===== config.mk =====
export PLATFORM = sky130hd
export DESIGN_NAME = pipeline_stall_controller
export DESIGN_NICKNAME = d
export VERILOG_FILES = /design/src/rtl/pipeline_stall_controller.sv
export SDC_FILE = /design/constraint.sdc
export NUM_CORES = 1
export LEC_CHECK = 0
export ABC_CLOCK_PERIOD_IN_PS = 4700
export CORE_ASPECT_RATIO = 1.1
export CORE_MARGIN = 3
export CORE_UTILIZATION = 50
export CTS_BUF_LIST = sky130_fd_sc_hd__clkbuf_4 sky130_fd_sc_hd__clkbuf_8 sky130_fd_sc_hd__clkbuf_16
export CTS_CLUSTER_DIAMETER = 40
export CTS_CLUSTER_SIZE = 25
export DETAILED_ROUTE_END_ITERATION = 6
export DONT_BUFFER_PORTS = 1
export PLACE_DENSITY = 0.74
export SKIP_CTS_REPAIR_TIMING = 1
export SLEW_MARGIN = 20
export SYNTH_ARGS = -nofsm -noshare
export SYNTH_HDL_FRONTEND = slang
export SYNTH_SLANG_ARGS = --single-unit

===== constraint.sdc =====
create_clock -name clk -period 4.7 [get_ports clk]
set_input_delay 1.175 -clock clk [delete_from_list [all_inputs] [get_ports clk]]
set_output_delay 1.175 -clock clk [all_outputs]
set_load 0.01 [all_outputs]

===== src/rtl/pipeline_stall_controller.sv =====
// Stall and flush sequencer for the 5-stage MIPS pipeline. It merges load-use,
// data-memory wait and taken-branch events into the stage enables.
module pipeline_stall_controller #(
   parameter int TIMEOUT = 15,
   parameter int WAIT_W  = 4,
   parameter int CNT_W   = 16
) (
   input  logic             clk,
   input  logic             rst,
   input  logic             IDEX_MemRead,
   input  logic [4:0]       IDEX_Rt,
   input  logic [4:0]       IFID_Rs,
   input  logic [4:0]       IFID_Rt,
   input  logic             EXMEM_MemRead,
   input  logic             EXMEM_MemWrite,
   input  logic             dmem_ready,
   input  logic             BranchTaken,
   output logic             PCwrite,
   output logic             IFIDwrite,
   output logic             IDEXwrite,
   output logic             EXMEMwrite,
   output logic             HazardSel,
   output logic             IFIDflush,
   output logic             MEMWBbubble,
   output logic             dmem_req,
   output logic             mem_timeout,
   output logic [CNT_W-1:0] stall_count
);

   typedef enum logic [1:0] {
      RUN,
      MEM_WAIT,
      ERROR
   } state_t;

   state_t              state_q, state_d;
   logic [WAIT_W-1:0]   wait_cnt_q, wait_cnt_d;
   logic [CNT_W-1:0]    stall_cnt_q, stall_cnt_d;
   logic                timeout_q, timeout_d;

   logic                memacc;
   logic                memstall;
   logic                loaduse;
   logic                stalled;

   assign memacc  = EXMEM_MemRead | EXMEM_MemWrite;
   // Register 0 is hardwired to zero, so a load into it can never feed a consumer.
   assign loaduse = IDEX_MemRead && (IDEX_Rt != 5'd0) &&
                    ((IDEX_Rt == IFID_Rs) || (IDEX_Rt == IFID_Rt));

   always_comb begin
      memstall    = 1'b0;
      dmem_req    = 1'b0;
      PCwrite     = 1'b1;
      IFIDwrite   = 1'b1;
      IDEXwrite   = 1'b1;
      EXMEMwrite  = 1'b1;
      HazardSel   = 1'b0;
      IFIDflush   = 1'b0;
      MEMWBbubble = 1'b0;

      case (state_q)
         RUN: begin
            memstall = memacc & ~dmem_ready;
            dmem_req = memacc;
         end
         MEM_WAIT: begin
            memstall = ~dmem_ready;
            dmem_req = memacc;
         end
         default: begin
            memstall = 1'b0;
            dmem_req = 1'b0;
         end
      endcase

      // Priority: error hold, then memory stall, then load-use bubble, then branch flush.
      if (state_q == ERROR || memstall) begin
         PCwrite     = 1'b0;
         IFIDwrite   = 1'b0;
         IDEXwrite   = 1'b0;
         EXMEMwrite  = 1'b0;
         MEMWBbubble = 1'b1;
      end else if (loaduse) begin
         PCwrite   = 1'b0;
         IFIDwrite = 1'b0;
         HazardSel = 1'b1;
      end else if (BranchTaken) begin
         IFIDflush = 1'b1;
      end

      if (!rst) begin
         PCwrite     = 1'b0;
         IFIDwrite   = 1'b0;
         IDEXwrite   = 1'b0;
         EXMEMwrite  = 1'b0;
         HazardSel   = 1'b0;
         IFIDflush   = 1'b0;
         MEMWBbubble = 1'b0;
         dmem_req    = 1'b0;
      end
   end

   assign stalled = memstall | loaduse | (state_q == ERROR);

   always_comb begin
      state_d     = state_q;
      wait_cnt_d  = wait_cnt_q;
      timeout_d   = timeout_q;
      stall_cnt_d = stall_cnt_q;

      case (state_q)
         RUN: begin
            if (memacc && !dmem_ready) begin
               state_d    = MEM_WAIT;
               wait_cnt_d = WAIT_W'(1);
            end
         end
         MEM_WAIT: begin
            if (dmem_ready) begin
               state_d    = RUN;
               wait_cnt_d = '0;
            end else if (wait_cnt_q == WAIT_W'(TIMEOUT)) begin
               state_d   = ERROR;
               timeout_d = 1'b1;
            end else begin
               wait_cnt_d = wait_cnt_q + WAIT_W'(1);
            end
         end
         default: begin
            state_d = ERROR;
         end
      endcase

      // Saturate rather than wrap so a long stall never reads back as a short one.
      if (stalled && (stall_cnt_q != {CNT_W{1'b1}})) begin
         stall_cnt_d = stall_cnt_q + CNT_W'(1);
      end
   end

   always_ff @(posedge clk) begin
      if (!rst) begin
         state_q     <= RUN;
         wait_cnt_q  <= '0;
         stall_cnt_q <= '0;
         timeout_q   <= 1'b0;
      end else begin
         state_q     <= state_d;
         wait_cnt_q  <= wait_cnt_d;
         stall_cnt_q <= stall_cnt_d;
         timeout_q   <= timeout_d;
      end
   end

   assign mem_timeout = timeout_q;
   assign stall_count = stall_cnt_q;

endmodule


==> results of run 1 <==
## worst max-delay path: cells and delay by family
| family | cells | cell delay [ns] |
|---|---|---|
| and+or+nand+nor | 3 | 0.94 |
| buffers and inverters | 1 | 0.20 |
| AOI/OAI and AO/OA | 1 | 0.08 |
## report_power, final
part / switching, µW / total (µW) / internal, µW
clock network: 60.6 / 99.5 / 38.9
registers: 5.36 / 204 / 198
logic: 24.3 / 43.4 / 19.1
total: 90.2 / 347 / 256
## metrics by stage
stage               hold slack [ns]  area [µm²]  cells  setup WS, ns
detailed placement            0.478        1620    238          1.12
floorplan                     0.449        1630    213          1.19
global placement              0.470        1620    238          1.16
CTS                           0.501        1650    242          1.12
global route                  0.523        1660    242          1.01
finish                        0.504        1660    242          1.13
## cell usage after synthesis (3+ instances only)
cell type,instances,area share [%]
nand4_1,10,3.8
buf_2,5,1.5
nor2_1,17,3.9
dfxtp_1,23,28
mux2i_1,18,11
nand2_1,26,6.0
nand3_1,21,6.5
nor3_1,6,1.8
o21ai_0,6,1.8
o21ai_1,12,3.7
and3_1,5,1.9
and2_1,3,1.2
nand2b_1,16,6.1
xor2_1,10,5.4
inv_1,3,0.69
clkbuf_1,3,0.69
## final cells by class
type,instances,area (µm²)
fillers,303,1420
multi-input cells,175,1090
flip-flops and latches,23,460
well taps,34,42.5
clock buffers,4,30.0
repair buffers,2,15.0
inverters,4,15.0
## sequential cells by signal (all words and copies together) (netlist names)
| name | cells |
|---|---|
| mem_timeout | 1 |
| state_q | 2 |
| wait_cnt_q | 4 |
| stall_count | 16 |
## final timing paths
check	from	end	slack (ns)	depth (start not counted)
worst min-delay path	wait_cnt_q[3]	wait_cnt_q[3]	0.50	1
worst min register to register	wait_cnt_q[3]	wait_cnt_q[3]	0.50	1
worst max register to register	stall_count[0]	stall_count[9]	2.18	6
worst max-delay path	EXMEM_MemWrite	IFIDwrite	1.13	5
## metal layers
layer | wire length (µm) | GRT usage (%) | up-vias
met1 | 1560 | 22.9 | 650
met2 | 1540 | 29.2 | 50
met3 | 249 | 3.32 | 7
met4 | 68 | 7.76 | 0
met5 | 0 | 0 | -
li1 | - | - | 746
## logic make-up (layout without fill, tap and decap cells)
group	Yosys count	count (layout)	synth area share, %
DFF	23	23	28.3
AOI/OAI and AO/OA	27	27	10.5
and+or+nand+nor	118	118	38.5
muxes	18	18	11.1
xor gates and xnor gates	10	10	5.38
buffers and inverters	15	10	4.76
adders and majority gates	2	2	1.54
==> results.py, run 1 <==
metrics = {
    "run_status": {
        "status": "finished clean",
    },
    "sta": {
        "fin_crit_sh_pct": 75.9,
        "max_freq_mhz": 280,
        "setup_viol": 0,
        "relSlewSlack_pct": 56.2,
        "period_minus_slack_ns": 3.57,
        "grt_setup_unrepaired": "false",
        "worstMarginPinSlew_ns": 0.657,
        "finalSetupTns_ns": 0,
        "finalHoldViolCount": 0,
        "finalClockSkew_ns": 0.0146,
        "slew_violations": 0,
    },
    "synthesis": {
        "synthesis.nets": 237,
        "netlist_instances": 213,
        "ys_ff_latch": 23,
        "yosysSeqAreaShare_pct": 28.3,
        "synth-main-ff-cell": "dfxtp_1",
        "syn-cell-area_um2": 1630,
        "avgSynthCellArea_um2": 7.64,
        "synth.distinct_cells": 38,
        "yosysWarnings": 0,
        "synth_edf_count": 0,
        "async_reset_ff_share_pct": 0,
    },
    "global_routing": {
        "first_global_vias": 1322,
        "grt_antenna_before_repair": 0,
        "grt.total_usage_pct": 18.0,
        "grt_pass1_wl_mm": 5.62,
        "grt_max_degree": 36,
        "overflow": 0,
    },
    "floorplanning": {
        "initial_core_util_pct": 53.0,
        "core.rowCount": 21,
        "io_pins": 47,
        "core_area_um2": 3070,
        "dieWidth_um": 60.4,
        "die-area_um2": 3980,
        "fp.dieH_um": 65.8,
    },
    "job": {
        "drv_cap": 0,
    },
    "drt": {
        "wl_per_cell_um": 14.1,
        "drc": 0,
        "totalWireLength_mm": 3.41,
        "drt_iter0_drc": 53,
        "first_pass_iters": 4,
        "via_per_inst": 6.00,
        "ant_nets": 0,
        "num_vias": 1453,
    },
    "finish": {
        "finalNetCount": 233,
        "final_cell_mix": "nand2_1, dfxtp_1, nand3_1",
        "areaGrowthSynthToFinish_pct": 1.84,
        "fin_util_pct": 53.9,
        "final_common_cell": "nand2_1",
        "antennaDiodeCount": 0,
        "drive_above_1_share_pct": 6.25,
    },
    "worst_setup_path": {
        "cp_data_required_time_ns": 3.52,
        "slowest_stage": "nor2_1",
        "critPathKind": "in -> out",
        "cpPeakStageDelay_ns": 0.37,
        "path_cells": "nor3_1 -> o31ai_2 -> buf_4 -> nor2_1 -> and2_1",
        "end_kind": "output pin",
        "start_kind": "input pin",
        "worstPathMaxFanout": 16,
        "critPathArrivalTime_ns": 2.39,
    },
    "clock_tree": {
        "clkTransAtPathRegs_ns": 0.12,
        "cts.sinks": 23,
        "root_buffer": "clkbuf_4",
        "cts_buffers": 3,
        "htreeDepth": 1,
        "cts_tree": "done",
        "clk_latency_ns": 0.32,
        "cts_buffer_depth": 2,
    },
    "power": {
        "p_leak_uw": 0.000565,
        "p_per_area_nw_per_um2": 209,
        "fin_total_pwr_uw": 347,
        "irDropWorstVdd_mv": 0.124,
    },
    "min_path": {
        "min_path_type": "reg -> reg",
    },
    "place": {
        "gpl.final_weighted_congestion": 0.813,
        "portBuffers": 0,
        "hpwlAfterDp_mm": 2.46,
    },
}
(Power assumes the default switching activity.)
==> inputs of run 2 (changes only) <==
Settings changed: ABC_CLOCK_PERIOD_IN_PS 4700 to 3700.
Clock period 4.7 ns to 3.7 ns, I/O delays scaled along.
==> results.py, run 2 (synthesis results as in run 1) <==
metrics = {
    "job": {
        "drv_cap": 0,
    },
    "clock_tree": {
        "cts_buffer_depth": 2,
        "root_buffer": "clkbuf_4",
        "cts_buffers": 3,
        "clk_latency_ns": 0.31,
        "clkTransAtPathRegs_ns": 0.13,
        "cts_tree": "done",
        "cts.sinks": 23,
        "htreeDepth": 1,
    },
    "worst_setup_path": {
        "critPathArrivalTime_ns": 2.18,
        "cpPeakStageDelay_ns": 0.57,
        "end_kind": "output pin",
        "critPathBufInv": 0,
        "crit_family": "compound AO/OA/AOI/OAI gates",
        "cp_data_required_time_ns": 2.77,
        "path_cells": "xor2_1 -> nor2_1 -> a22oi_2 -> nand2b_1 -> and2_1",
        "slowest_stage": "a22oi_2",
        "worstPathMaxFanout": 16,
        "r2r-start": "stall_count[0]",
        "start_kind": "input pin",
        "critPathKind": "in -> out",
        "crit_path_start": "IFID_Rt[2]",
    },
    "power": {
        "p_leak_uw": 0.000553,
        "p_per_area_nw_per_um2": 260,
        "irDropWorstVdd_mv": 0.163,
    },
    "finish": {
        "final_common_cell": "nand2_1",
        "drive_above_1_share_pct": 6.22,
        "multiInputGateArea_um2": 1090,
        "finalNetCount": 234,
        "fin_util_pct": 53.9,
        "largest_reg_flops": 16,
        "areaGrowthSynthToFinish_pct": 1.84,
        "seqCellArea_um2": 460,
        "nFillCells": 317,
        "antennaDiodeCount": 0,
        "final_cell_mix": "nand2_1, dfxtp_1, nand3_1",
    },
    "global_routing": {
        "grt_max_degree": 36,
        "grt.total_usage_pct": 17.7,
        "grt_antenna_before_repair": 0,
        "first_global_vias": 1295,
        "overflow": 0,
        "grt_pass1_wl_mm": 5.53,
    },
    "run_status": {
        "status": "finished clean",
    },
    "floorplanning": {
        "core_area_um2": 3070,
        "dieWidth_um": 60.4,
        "core.rowCount": 21,
        "initial_core_util_pct": 53.0,
        "io_pins": 47,
        "die-area_um2": 3980,
        "fp.dieH_um": 65.8,
    },
    "sta": {
        "setup_viol": 0,
        "fin_crit_sh_pct": 83.8,
        "grt_setup_unrepaired": "false",
        "finalClockSkew_ns": 0.00136,
        "finalHoldViolCount": 0,
        "whs_ns": 0.497,
        "finalSetupTns_ns": 0,
        "worstMarginPinSlew_ns": 0.659,
        "max_freq_mhz": 322,
        "slew_violations": 0,
        "relSlewSlack_pct": 56.1,
        "period_minus_slack_ns": 3.10,
    },
    "drt": {
        "wl_met1_mm": 1.38,
        "first_pass_iters": 4,
        "drt_iter0_drc": 77,
        "ant_nets": 0,
        "wl_met3_um": 275,
        "drc": 0,
        "totalWireLength_mm": 3.24,
        "num_vias": 1456,
        "via_per_inst": 5.99,
        "wl_per_cell_um": 13.3,
        "wl_met2_mm": 1.51,
        "top_layer_used": "met4",
    },
    "min_path": {
        "hp-start": "wait_cnt_q[3]",
        "min_path_type": "reg -> reg",
    },
    "place": {
        "gpl.final_weighted_congestion": 0.835,
        "portBuffers": 0,
        "hpwlAfterDp_mm": 2.45,
    },
}
run 2: layout make-up:
cell class / count / share of cell area (%)
Tap cell: 34 / 2.57
Timing Repair Buffer: 3 / 1.36
Clock inverter: 1 / 0.302
Multi-Input combinational cell: 175 / 65.7
Clock buffer: 3 / 1.36
Inverter: 4 / 0.906
Sequential cell: 23 / 27.8
run 2: per-stage QoR:
stage	total power [µW]	instances	setup slack, ns	area [µm²]
floorplan	317	213	0.693	1630
global placement	319	239	0.595	1630
detailed placement	320	239	0.579	1630
CTS	438	243	0.568	1660
global route	455	243	0.422	1660
finish	430	243	0.598	1660
run 2: metal layers:
metal,track usage [%],vias up
met5,0,-
met4,8.03,0
met3,3.91,6
li1,-,749
met2,30.0,48
met1,20.9,653
run 2: worst paths after layout:
| path | end | slack (ns) | depth (start not counted) |
|---|---|---|---|
| max | IFIDwrite | 0.60 | 5 |
| max reg2reg | stall_count[9] | 1.66 | 7 |
| min | wait_cnt_q[3] | 0.50 | 1 |
| min reg2reg | wait_cnt_q[3] | 0.50 | 1 |
run 2: where the power goes:
group | internal (µW) | total, µW | switching [µW]
combinational | 24.3 | 54.6 | 30.3
clock | 40.4 | 117 | 76.4
sequential | 252 | 259 | 6.82
total | 317 | 430 | 114
